==> src/rtl/scalar_mul_pkg.sv <==
// Shared definitions for the scalar-multiplication datapath: sequencer state
// encoding, RAM timing and default operand/address widths.
package scalar_mul_pkg;

  localparam int DATA_W_DEFAULT   = 256;
  localparam int ADDR_MSB_DEFAULT = 5;
  localparam int RAM_RD_LATENCY   = 1;

  typedef enum logic [2:0] {
    IDLE = 3'd0,
    RD1  = 3'd1,
    RD2  = 3'd2,
    CAP2 = 3'd3,
    EXEC = 3'd4,
    WB   = 3'd5,
    DONE = 3'd6
  } seq_state_e;

endpackage

==> src/rtl/seq_timeout_counter.sv <==
// Clearable up-counter that flags the last cycle before the TIMEOUT limit
// is reached, so the owner can abort in that same cycle.
module seq_timeout_counter #(
  parameter int TIMEOUT = 1023,
  parameter int CW      = $clog2(TIMEOUT + 1)
) (
  input  logic clk,
  input  logic rst,
  input  logic clr,
  input  logic inc,
  output logic terminal
);

  localparam logic [CW-1:0] LAST = CW'(TIMEOUT - 1);

  logic [CW-1:0] count_q, count_d;

  always_comb begin
    count_d = count_q;
    if (clr) begin
      count_d = '0;
    end else if (inc) begin
      count_d = count_q + 1'b1;
    end
  end

  always_ff @(posedge clk) begin
    if (rst) begin
      count_q <= '0;
    end else begin
      count_q <= count_d;
    end
  end

  assign terminal = (count_q == LAST);

endmodule

==> src/rtl/ram_operand_sequencer.sv <==
// Owns RAM port B: reads two operands, runs the field arithmetic unit and
// writes the result back, one command at a time.
module ram_operand_sequencer
  import scalar_mul_pkg::*;
#(
  parameter int Data        = DATA_W_DEFAULT,
  parameter int Addr        = ADDR_MSB_DEFAULT,
  parameter int command_len = 1,
  parameter int TIMEOUT     = 1023
) (
  input  logic                   clk,
  input  logic                   rst,
  input  logic                   cmd_valid,
  output logic                   cmd_ready,
  input  logic [command_len-1:0] cmd_op,
  input  logic [Addr:0]          cmd_src1,
  input  logic [Addr:0]          cmd_src2,
  input  logic [Addr:0]          cmd_dst,
  output logic                   b_w,
  output logic [Addr:0]          b_adbus,
  output logic [Data-1:0]        b_data_in,
  input  logic [Data-1:0]        b_data_out,
  output logic                   alu_start,
  output logic [command_len-1:0] alu_op,
  output logic [Data-1:0]        alu_op1,
  output logic [Data-1:0]        alu_op2,
  input  logic [Data-1:0]        alu_result,
  input  logic                   alu_done,
  output logic                   busy,
  output logic                   done,
  output logic                   err,
  output logic [2:0]             dbg_state
);

  // Handshake: a command transfers in the cycle cmd_valid && cmd_ready.
  seq_state_e             state_q, state_d;
  logic [Addr:0]          src2_q, src2_d, dst_q, dst_d;
  logic [Addr:0]          b_adbus_q, b_adbus_d;
  logic [Data-1:0]        b_data_in_q, b_data_in_d;
  logic [Data-1:0]        alu_op1_q, alu_op1_d, alu_op2_q, alu_op2_d;
  logic [command_len-1:0] alu_op_q, alu_op_d;
  logic                   b_w_q, b_w_d, alu_start_q, alu_start_d;
  logic                   done_q, done_d, err_q, err_d;
  logic                   cnt_clr, cnt_inc, cnt_term;

  seq_timeout_counter #(.TIMEOUT(TIMEOUT)) u_timeout (
    .clk      (clk),
    .rst      (rst),
    .clr      (cnt_clr),
    .inc      (cnt_inc),
    .terminal (cnt_term)
  );

  always_comb begin
    state_d     = state_q;
    src2_d      = src2_q;
    dst_d       = dst_q;
    b_adbus_d   = b_adbus_q;
    b_data_in_d = b_data_in_q;
    alu_op1_d   = alu_op1_q;
    alu_op2_d   = alu_op2_q;
    alu_op_d    = alu_op_q;
    err_d       = err_q;
    b_w_d       = 1'b0;
    alu_start_d = 1'b0;
    done_d      = 1'b0;
    cnt_clr     = 1'b0;
    cnt_inc     = 1'b0;
    case (state_q)
      IDLE: if (cmd_valid) begin
        src2_d    = cmd_src2;
        dst_d     = cmd_dst;
        alu_op_d  = cmd_op;
        b_adbus_d = cmd_src1;
        err_d     = 1'b0;
        state_d   = RD1;
      end
      RD1: begin
        b_adbus_d = src2_q;
        state_d   = RD2;
      end
      RD2: begin
        alu_op1_d = b_data_out;
        state_d   = CAP2;
      end
      CAP2: begin
        alu_op2_d   = b_data_out;
        alu_start_d = 1'b1;
        cnt_clr     = 1'b1;
        state_d     = EXEC;
      end
      EXEC: begin
        // A done arriving alongside our own start belongs to no operation.
        if (alu_done && !alu_start_q) begin
          b_data_in_d = alu_result;
          b_adbus_d   = dst_q;
          b_w_d       = 1'b1;
          state_d     = WB;
        end else if (cnt_term) begin
          err_d   = 1'b1;
          state_d = IDLE;
        end else begin
          cnt_inc = 1'b1;
        end
      end
      WB: begin
        done_d  = 1'b1;
        state_d = DONE;
      end
      DONE:    state_d = IDLE;
      default: state_d = IDLE;
    endcase
  end

  always_ff @(posedge clk) begin
    if (rst) begin
      state_q     <= IDLE;
      src2_q      <= '0;
      dst_q       <= '0;
      b_adbus_q   <= '0;
      b_data_in_q <= '0;
      alu_op1_q   <= '0;
      alu_op2_q   <= '0;
      alu_op_q    <= '0;
      b_w_q       <= 1'b0;
      alu_start_q <= 1'b0;
      done_q      <= 1'b0;
      err_q       <= 1'b0;
    end else begin
      state_q     <= state_d;
      src2_q      <= src2_d;
      dst_q       <= dst_d;
      b_adbus_q   <= b_adbus_d;
      b_data_in_q <= b_data_in_d;
      alu_op1_q   <= alu_op1_d;
      alu_op2_q   <= alu_op2_d;
      alu_op_q    <= alu_op_d;
      b_w_q       <= b_w_d;
      alu_start_q <= alu_start_d;
      done_q      <= done_d;
      err_q       <= err_d;
    end
  end

  // Reset in the WB cycle must suppress the write edge itself.
  assign b_w       = b_w_q & ~rst;
  assign b_adbus   = b_adbus_q;
  assign b_data_in = b_data_in_q;
  assign alu_start = alu_start_q;
  assign alu_op    = alu_op_q;
  assign alu_op1   = alu_op1_q;
  assign alu_op2   = alu_op2_q;
  assign done      = done_q;
  assign err       = err_q;
  assign cmd_ready = (state_q == IDLE);
  assign busy      = (state_q != IDLE);
  assign dbg_state = state_q;

endmodule

==> config.mk <==
export PLATFORM = sky130hd
export DESIGN_NAME = ram_operand_sequencer
export DESIGN_NICKNAME = d
export VERILOG_FILES = /design/src/rtl/scalar_mul_pkg.sv /design/src/rtl/seq_timeout_counter.sv /design/src/rtl/ram_operand_sequencer.sv
export SDC_FILE = /design/constraint.sdc
export NUM_CORES = 1
export LEC_CHECK = 0
export CORE_AREA = 3 3 505 507
export DETAILED_ROUTE_END_ITERATION = 7
export DIE_AREA = 0 0 508 510
export GPL_TIMING_DRIVEN = 1
export MAX_ROUTING_LAYER = met4
export PLACE_DENSITY = 0.32
export SETUP_SLACK_MARGIN = 0.02
export SLEW_MARGIN = 25
export SYNTH_ARGS = -nofsm -noshare
export SYNTH_HDL_FRONTEND = slang
export SYNTH_HIERARCHICAL = 1
export SYNTH_SLANG_ARGS = --single-unit
export TNS_END_PERCENT = 100
==> constraint.sdc <==
create_clock -name clk -period 3.75 [get_ports clk]
set_input_delay 0.5625 -clock clk [delete_from_list [all_inputs] [get_ports clk]]
set_output_delay 0.5625 -clock clk [all_outputs]
set_load 0.01 [all_outputs]
==> results of run 1 <==
## flip-flops by register name, indices dropped and copies added, names as in the netlist
register and cells:
alu_op 1, alu_op1 256, alu_op2 256, alu_start 1, b_adbus 6, b_data_in 256
b_w_q 1, dbg_state 3, done 1, dst_q 6, err 1, src2_q 6
u_timeout/count_q 10
## where the power goes
group,internal (mW),switching (mW)
clock,6.70,4.53
sequential,8.81,0.157
combinational,1.21,1.47
total,16.7,6.15
## final timing paths
kind | slack [ns] | depth (start not counted) | end | start
worst max-delay path | 0.57 | 4 | busy | dbg_state[2]
worst min-delay path | 0.21 | 2 | alu_op1[61] | rst
worst max register to register | 1.26 | 6 | b_data_in[55] | dbg_state[2]
worst min register to register | 0.45 | 2 | alu_op1[8] | alu_op1[8]
## logic make-up after synthesis
family,count (synthesis)
multiplexers,1
flip-flops,804
AND/OR/NAND/NOR,1380
AO/OA/AOI/OAI,1077
XOR/XNOR,4
adder cells (fa/ha/maj),2
buffers and inverters,337
## layout make-up
class                   instances  area, um^2
diodes                         45         113
clock buffers                 172        3350
clock inverters                34         509
fillers                     28200      201000
inverters                       6        30.0
multi-input cells            2464       11300
flip-flops and latches        804       16100
well taps                    3348        4190
repair buffers               1397       14200
## metal layers
metal  track usage [%]  wire, um
met1              19.0     86300
met2              24.5     94800
met3              6.98     24600
met4              3.18      4580
met5                 -         0
## cell usage in the layout (no fill, tap or decap), drive strengths merged, types with 2 or more instances in the layout
cell type,count
diode,45
nand3,258
nand4,3
nor2,14
clkdlybuf4s50,1317
and3b,6
dfxtp,804
or3b,2
bufinv,8
a211oi,2
o31ai,12
xnor2,2
nor3b,4
nor4,2
clkbuf,172
or3,3
inv,10
a21oi,786
o32ai,3
a221oi,5
nand2,1062
ha,2
clkinvlp,2
xor2,2
nor2b,8
buf,80
nor3,2
nand2b,9
or4,2
clkinv,20
o21ai,260
o32a,5
## worst reg2reg max path, stage by stage, from the launching register on
cell and delay [ns]:
dfxtp_1 0.52, buf_4 0.33, nor3b_4 0.27, buf_12 0.30, buf_12 0.55, nand3_1 0.31
a21oi_1 0.15
==> results.toml, run 1 <==
[place]
port_buffers = 1318
gp_congestion = 0.860
hpwl_mm = 162
dp.cells = 8018
post-place-ws_ns = 1.09
dpl_cell_area_um2 = 45700

[synth]
synth_ff_type = "dfxtp_1"
async_reset_ff_share_pct = 0
synth_edf_count = 0
synth-simple-area-share_pct = 19.6
syn-instance-count = 3605
yosysMostFrequentCell = "nand2_1"
synth-adder-area-share_pct = 0.0863
ys_seq_area_share_pct = 55.5
ys_top_cells_by_area = "dfxtp_1, nand2_1, a21oi_1, o21ai_0, nand3_1"
synth_fp_nets = 4142
avgSynthCellArea_um2 = 8.04
synth_compound_area_share_pct = 19.0
ys_types = 44
synth.top_cell.area_share_pct = 55.5
synth_warnings = 6
syn_area_um2 = 29000
synth_top_family_by_area = "simple AND/OR/NAND/NOR gates"
muxShareOfSynthArea_pct = 0.0345
ys_top_cells_by_count = "nand2_1, dfxtp_1, a21oi_1"
synth_largest_area_cell = "dfxtp_1"
synth-seq-cells = 804
synthXorXnorAreaFrac_pct = 0.121

[clock_network]
cts_setup_buffers = 0
cts.sinks = 804
cts_tree = "done"
cts_resized = 0
cts.path.max_buffers = 3
ctsRootBufferMaster = "clkbuf_16"
hold_buffers = 0
clock_latency_ns = 0.77
ctsHtreeMaxLevel = 3
numCtsBuffers = 110
cts.reportedPaths.clkPinSlew_ns = 0.06

[drt]
vias = 31000
detail_route.vias_per_cell = 3.74
first_iter_violations = 2133
detail-route-antenna-nets = 0
wire_per_inst_um = 25.4
wl_mm = 210
drcViolationCount = 0
first_pass_iters = 5

[worst_setup_path]
crit_family = "buffers and inverters"
cp_max_fo = 14
end_kind = "output pin"
cp_num_buf_inv = 3
required_ns = 3.19
worst_path_max_delay_cell = "nor3_1"
crit_type = "reg -> out"
worstPathCellList = "buf_4 -> nor3_1 -> inv_1 -> clkdlybuf4s50_1"
cp-start-kind = "flop"
max_stage_delay_ns = 0.55
critPathArrivalTime_ns = 2.61

[floorplanning]
fp-row-count = 184
die_area_um2 = 259000
fp.dieH_um = 510
pin_count = 1319
fp.dieW_um = 508
core-area_um2 = 251000
initial_core_util_pct = 11.6

[timing]
slew_viol_final = 0
fin_crit_ns = 3.18
clock.fmax_mhz = 315
hold_viol = 0
fin_crit_sh_pct = 84.7
rsz0062_at_grt = "false"
fin_skew_ns = 0.0629
hold_slack_ns = 0.215
worst_pin_slew_ns = 1.16
setup-tns-final_ns = 0
layout_setup_ws_ns = 0.575
setup_viol = 0
relSlewSlack_pct = 22.9

[power_and_ir_drop]
power.density_nw_per_um2 = 460
power.total_mw = 22.9
ir_drop_mv = 0.378
power_leakage_nw = 15.7

[grt]
first_global_vias = 30000
grt_max_degree = 217
overflow = 0
grt_util_all_layers_pct = 15.8
grt_pass1_wl_mm = 276
antenna_found_initial = 97

[run]
drv_cap = 0

[layout]
instances_no_fill = 8270
syn_to_final_growth_pct = 71.5
utilization_pct = 19.8
fin_area_um2 = 49700
drive_above_1_share_pct = 5.54
layout.nets = 5320

[status]
status = "finished clean"

[worst_hold_path]
min_path_type = "in -> reg"
Note: power is estimated with default switching activity, not from simulation.
==> run 2, diff against run 1 <==
Settings changed: CORE_AREA 3 3 505 507 to 3 3 518 520, DIE_AREA 0 0 508 510 to 0 0 521 523, PLACE_DENSITY 0.32 to 0.31.
Clock period 3.75 ns to 2.85 ns, I/O delays scaled along.
==> run 2 against run 1 <==
Compared with the run above: via count is 0.16% higher; non-clock buffer count rose by 21; setup slack got worse by 0.38 ns; highest routed layer unchanged; critical endpoint unchanged; largest power group unchanged; cell count is 2.7% higher; worst hold slack improved by 0.014 ns; clock-buffer cell count down 3; clock skew shrank 0.012 ns; sequential cell count did not move; die area rose by 5.2%; register-to-register slack lost 0.61 ns; global-route usage barely moved; first-iteration DRC count down 13%.
==> results.toml, run 2 (same netlist as run 1, synthesis figures left out) <==
[power_and_ir_drop]
ir_drop_mv = 0.405
power.density_nw_per_um2 = 591
power_leakage_nw = 15.8
power.total_mw = 29.6

[grt]
grt_util_all_layers_pct = 15.8
met3_usage_pct = 8.33
use_met1_pct = 18.0
antenna_found_initial = 121
grt_pass1_wl_mm = 288
first_global_vias = 30700
grt-busiest-layer = "met2"
overflow = 0
grt_util_met2_pct = 24.9
grt_max_degree = 175

[layout]
final_cell_mix = "clkdlybuf4s50_1, nand2_1, dfxtp_1"
layout.nets = 5341
final_common_cell = "clkdlybuf4s50_1"
syn_to_final_growth_pct = 72.6
drive_above_1_share_pct = 5.78

[worst_setup_path]
worstPathCellList = "buf_6 -> nor3_2 -> inv_1 -> clkdlybuf4s50_1"
worst-r2r-setup-slack_ns = 0.65
rr_worst_depth = 5
crit_end = "busy"
end_kind = "output pin"
cp_max_fo = 22
timing.rr.end = "err"
setup.worst_path.start = "dbg_state[1]"
max_stage_delay_ns = 0.53
critPathArrivalTime_ns = 2.22
worst_path_max_delay_cell = "dfxtp_1"
timing.rr.start = "dbg_state[0]"
cp-start-kind = "flop"
crit_type = "reg -> out"
required_ns = 2.42

[status]
status = "finished clean"

[floorplanning]
initial_core_util_pct = 11.0
die_area_um2 = 272000
pin_count = 1319
core-area_um2 = 265000
fp-row-count = 189
fp.dieH_um = 523
fp.dieW_um = 521

[run]
drv_cap = 0

[timing]
fin_crit_ns = 2.65
hold_viol = 0
fin_crit_sh_pct = 93.1
relSlewSlack_pct = 15.0
slew_viol_final = 0
setup_viol = 0
rsz0062_at_grt = "false"
layout_setup_ws_ns = 0.198
clock.fmax_mhz = 377
worst_pin_slew_ns = 1.27
fin_skew_ns = 0.0508
setup-tns-final_ns = 0

[clock_network]
ctsRootBufferMaster = "clkbuf_16"
clock_latency_ns = 0.76
ctsHtreeMaxLevel = 3
cts_tree = "done"
cts_setup_buffers = 0
cts.sinks = 804
cts.reportedPaths.clkPinSlew_ns = 0.06
numCtsBuffers = 110
cts.path.max_buffers = 3

[worst_hold_path]
min_path_type = "in -> reg"

[drt]
vias = 31000
first_pass_iters = 5
detail_route.vias_per_cell = 3.65
wire_per_inst_um = 25.8
drcViolationCount = 0
first_iter_violations = 1849
detail-route-antenna-nets = 0
wl_mm = 219

[place]
hpwl_mm = 170
post-place-ws_ns = 0.437
gp_congestion = 0.830
port_buffers = 1318
run 2: cell count changes in the layout (fill, tap and decap cells not counted), moves of 2 or more:
cell and delta:
diode_2 +21, buf_4 +13, buf_12 +10, clkbuf_8 -6, bufinv_16 -4, clkbuf_1 +4
clkinv_2 +4, clkdlybuf4s50_1 -2
run 2: worst max-delay path: cells and delay by family, from the launching register on:
family	cells	cell delay (ns)
buf+inv	3	0.85
flops	1	0.53
simple gates	1	0.09
run 2: layout make-up:
| cell class | instances | area (um^2) |
|---|---|---|
| Timing Repair Buffer | 1418 | 14400 |
| Inverter | 6 | 30.0 |
| Fill cell | 29600 | 215000 |
| Tap cell | 3533 | 4420 |
| Antenna cell | 66 | 165 |
| Sequential cell | 804 | 16100 |
| Clock inverter | 33 | 387 |
| Clock buffer | 169 | 3260 |
| Multi-Input combinational cell | 2464 | 11300 |
run 2: what timing repair did:
| item | 4_1_cts | 5_1_grt |
|---|---|---|
| hold buffers | 1 | 0 |
| hold endpoints to repair | 7 | 0 |
| endpoints found under the setup margin | 3 | 0 |
| resized for setup | 3 | 0 |
run 2: layer usage:
layer	routed length (um)	vias to the layer above
li1	-	14600
met1	90500	14900
met2	99800	1225
met3	25300	233
met4	3830	0
met5	0	-
run 2: how the worst min path moves through the flow:
| stage | start | to | slack [ns] | cells after the start |
|---|---|---|---|---|
| detailed placement | alu_op1[203] | alu_op1[203] | 0.45 | 2 |
| floorplan | dst_q[4] | dst_q[4] | 0.43 | 2 |
| finish | alu_result[154] | b_data_in[154] | 0.23 | 3 |
| CTS | alu_result[152] | b_data_in[152] | 0.10 | 3 |
| global route | alu_result[153] | b_data_in[153] | 0.14 | 3 |
| global placement | alu_op1[250] | alu_op1[250] | 0.44 | 2 |
run 2: through the flow:
| step | hold WS, ns | cell area (um^2) | utilization, % | std cells |
|---|---|---|---|---|
| 3_3_place_gp | 0.441 | 46200 | 17.5 | 8224 |
| 3_5_place_dp | 0.446 | 46200 | 17.5 | 8224 |
| 6_report | 0.228 | 50000 | 18.9 | 8493 |
| 2_1_floorplan | 0.432 | 29000 | - | 3605 |
| 4_1_cts | 0.101 | 49900 | 18.8 | 8427 |
| 5_1_grt | 0.143 | 50000 | 18.9 | 8484 |
run 2: report_power, final:
part           internal (mW)  switching (mW)
sequential              11.6           0.215
clock                   8.22            5.97
combinational           1.63            1.94
==> run 3, diff against run 2 <==
--- a/config.mk
+++ b/config.mk
@@ -6,8 +6,9 @@
 export NUM_CORES = 1
 export LEC_CHECK = 0
-export CORE_AREA = 3 3 518 520
+export CORE_AREA = 2 2 517 519
 export DETAILED_ROUTE_END_ITERATION = 7
-export DIE_AREA = 0 0 521 523
+export DIE_AREA = 0 0 519 521
 export GPL_TIMING_DRIVEN = 1
+export HOLD_SLACK_MARGIN = 0.05
 export MAX_ROUTING_LAYER = met4
 export PLACE_DENSITY = 0.31
==> constraint.sdc (replaced) <==
create_clock -name clk -period 2.85 [get_ports clk]
set_input_delay 0.855 -clock clk [delete_from_list [all_inputs] [get_ports clk]]
set_output_delay 0.855 -clock clk [all_outputs]
set_load 0.01 [all_outputs]
==> run 3 against run 2 <==
Compared with the run above: total power is 0.44% higher; register-to-register slack lost 0.30 ns; critical endpoint is now b_data_in[215]; wire length down 2.7%; critical path type unchanged; sequential share of layout area is essentially flat; die area down 0.76%; via count rose by 0.37%; clock-buffer cell count grew 5; sequential power about the same; first-iteration DRC count increased by 5.7%; non-clock buffer count down 6; cell area is essentially flat.
==> results.toml, run 3 (same netlist as run 1, synthesis figures left out) <==
[floorplanning]
fp-row-count = 189
fp.dieW_um = 519
die_area_um2 = 270000
initial_core_util_pct = 11.0
pin_count = 1319
core-area_um2 = 264000
fp.dieH_um = 521

[timing]
relSlewSlack_pct = 27.2
worst_pin_slew_ns = 1.09
hold_viol = 0
rsz0062_at_grt = "false"
layout_setup_ws_ns = 0.106
hold_slack_ns = 0.335
fin_crit_sh_pct = 96.3
setup-tns-final_ns = 0
slew_viol_final = 0
fin_crit_ns = 2.74
setup_viol = 0
clock.fmax_mhz = 364
fin_skew_ns = 0.0853

[layout]
final_cell_mix = "clkdlybuf4s50_1, nand2_1, a21oi_1"
utilization_pct = 18.9
instances_no_fill = 8485
syn_to_final_growth_pct = 72.7
drive_above_1_share_pct = 6.28
fin_area_um2 = 50100
layout.nets = 5333
final_common_cell = "clkdlybuf4s50_1"

[clock_network]
clock_latency_ns = 0.79
cts.sinks = 804
cts_tree = "done"
hold_buffers = 0
ctsRootBufferMaster = "clkbuf_16"
cts.path.max_buffers = 3
cts.reportedPaths.clkPinSlew_ns = 0.06
ctsHtreeMaxLevel = 3
numCtsBuffers = 108

[place]
post-place-ws_ns = 0.153
gp_congestion = 0.949
hpwl_mm = 166
port_buffers = 1318
dp.cells = 8217
dpl_cell_area_um2 = 46200

[drt]
wl_mm = 213
first_pass_iters = 5
detail-route-antenna-nets = 0
first_iter_violations = 1954
wire_per_inst_um = 25.2
drcViolationCount = 0
detail_route.vias_per_cell = 3.67
vias = 31100

[power_and_ir_drop]
swShare_pct = 27.3
p_seq_share_pct = 39.7
switching_power_mw = 8.10
ir_drop_mv = 0.495
power_leakage_nw = 16.2
clkPwrFrac_pct = 48.3
comb_power_share_pct = 11.9
internal-power_mw = 21.6
power.density_nw_per_um2 = 593
power.total_mw = 29.7

[grt]
overflow = 0
grt_pass1_wl_mm = 283
first_global_vias = 30600
grt_max_degree = 174
grt_util_all_layers_pct = 15.6
antenna_found_initial = 116

[worst_setup_path]
cp-start-kind = "flop"
required_ns = 2.00
critPathArrivalTime_ns = 1.89
worst_path_max_delay_cell = "clkdlybuf4s50_1"
cp_num_buf_inv = 1
crit_type = "reg -> out"
worstPathCellList = "clkdlybuf4s50_1"
crit_family = "buffers and inverters"
cp_max_fo = 2
worst-r2r-setup-slack_ns = 0.35
end_kind = "output pin"
max_stage_delay_ns = 0.65

[run]
drv_cap = 0

[worst_hold_path]
min_path_type = "in -> reg"

[status]
status = "finished clean"
==> run 3: cell types whose count changed in the layout (fill, tap and decap cells not counted), moves of 2 or more <==
cell	previous run	this run
clkbuf_1	32	27
clkbuf_16	111	108
clkbuf_8	26	39
clkdlybuf4s50_1	1315	1252
clkinv_16	3	5
clkinv_2	18	7
clkinvlp_4	2	5
dfxtp_1	804	782
dfxtp_2	0	20
dfxtp_4	0	2
dlygate4sd2_1	1	50
dlymetal6s2s_1	0	10
==> run 3: path summary, 6_finish.rpt <==
path	start	endpoint	cells after the start
max reg2reg	dbg_state[2]	b_data_in[153]	6
min reg2reg	alu_op2[151]	alu_op2[151]	2
min	rst	alu_op1[49]	2
max	b_data_in[215]	b_data_in[215]	1
==> run 3: repair_timing <==
action,CTS,global route
gates resized for setup,76,10
buffers inserted,2,0
endpoints found under the setup margin,67,10
==> run 3: final cells by class <==
class / instances / area (um^2)
fill: 29700 / 214000
sequential: 804 / 16100
timing repair buffer: 1412 / 14300
multi-input combinational: 2464 / 11300
tap: 3533 / 4420
clock buffer: 174 / 3340
clock inverter: 26 / 405
antenna: 66 / 165
inverter: 6 / 30.0
==> run 3: worst register-to-register path, stage by stage, from the launching register on <==
cell,delay (ns)
dfxtp_4,0.35
buf_4,0.16
or3b_4,0.41
buf_12,0.18
buf_4,0.87
o21ai_0,0.24
a21oi_1,0.09
==> run 3: metal layers <==
layer / GRT usage (%) / part of all wire [%] / up-vias
li1: - / - / 14600
met1: 17.9 / 41 / 15000
met2: 24.0 / 45 / 1328
met3: 7.87 / 12 / 232
met4: 3.66 / 2.6 / 0
met5: - / 0 / -
==> run 3: power by group through the flow <==
stage          clock [mW]  combinational, mW  sequential (mW)
4_1_cts              15.0               3.62             11.8
2_1_floorplan           0               1.06             12.1
3_5_place_dp            0               3.62             12.0
6_report             14.3               3.54             11.8
5_1_grt              15.3               3.80             11.8
3_3_place_gp            0               3.64             12.0
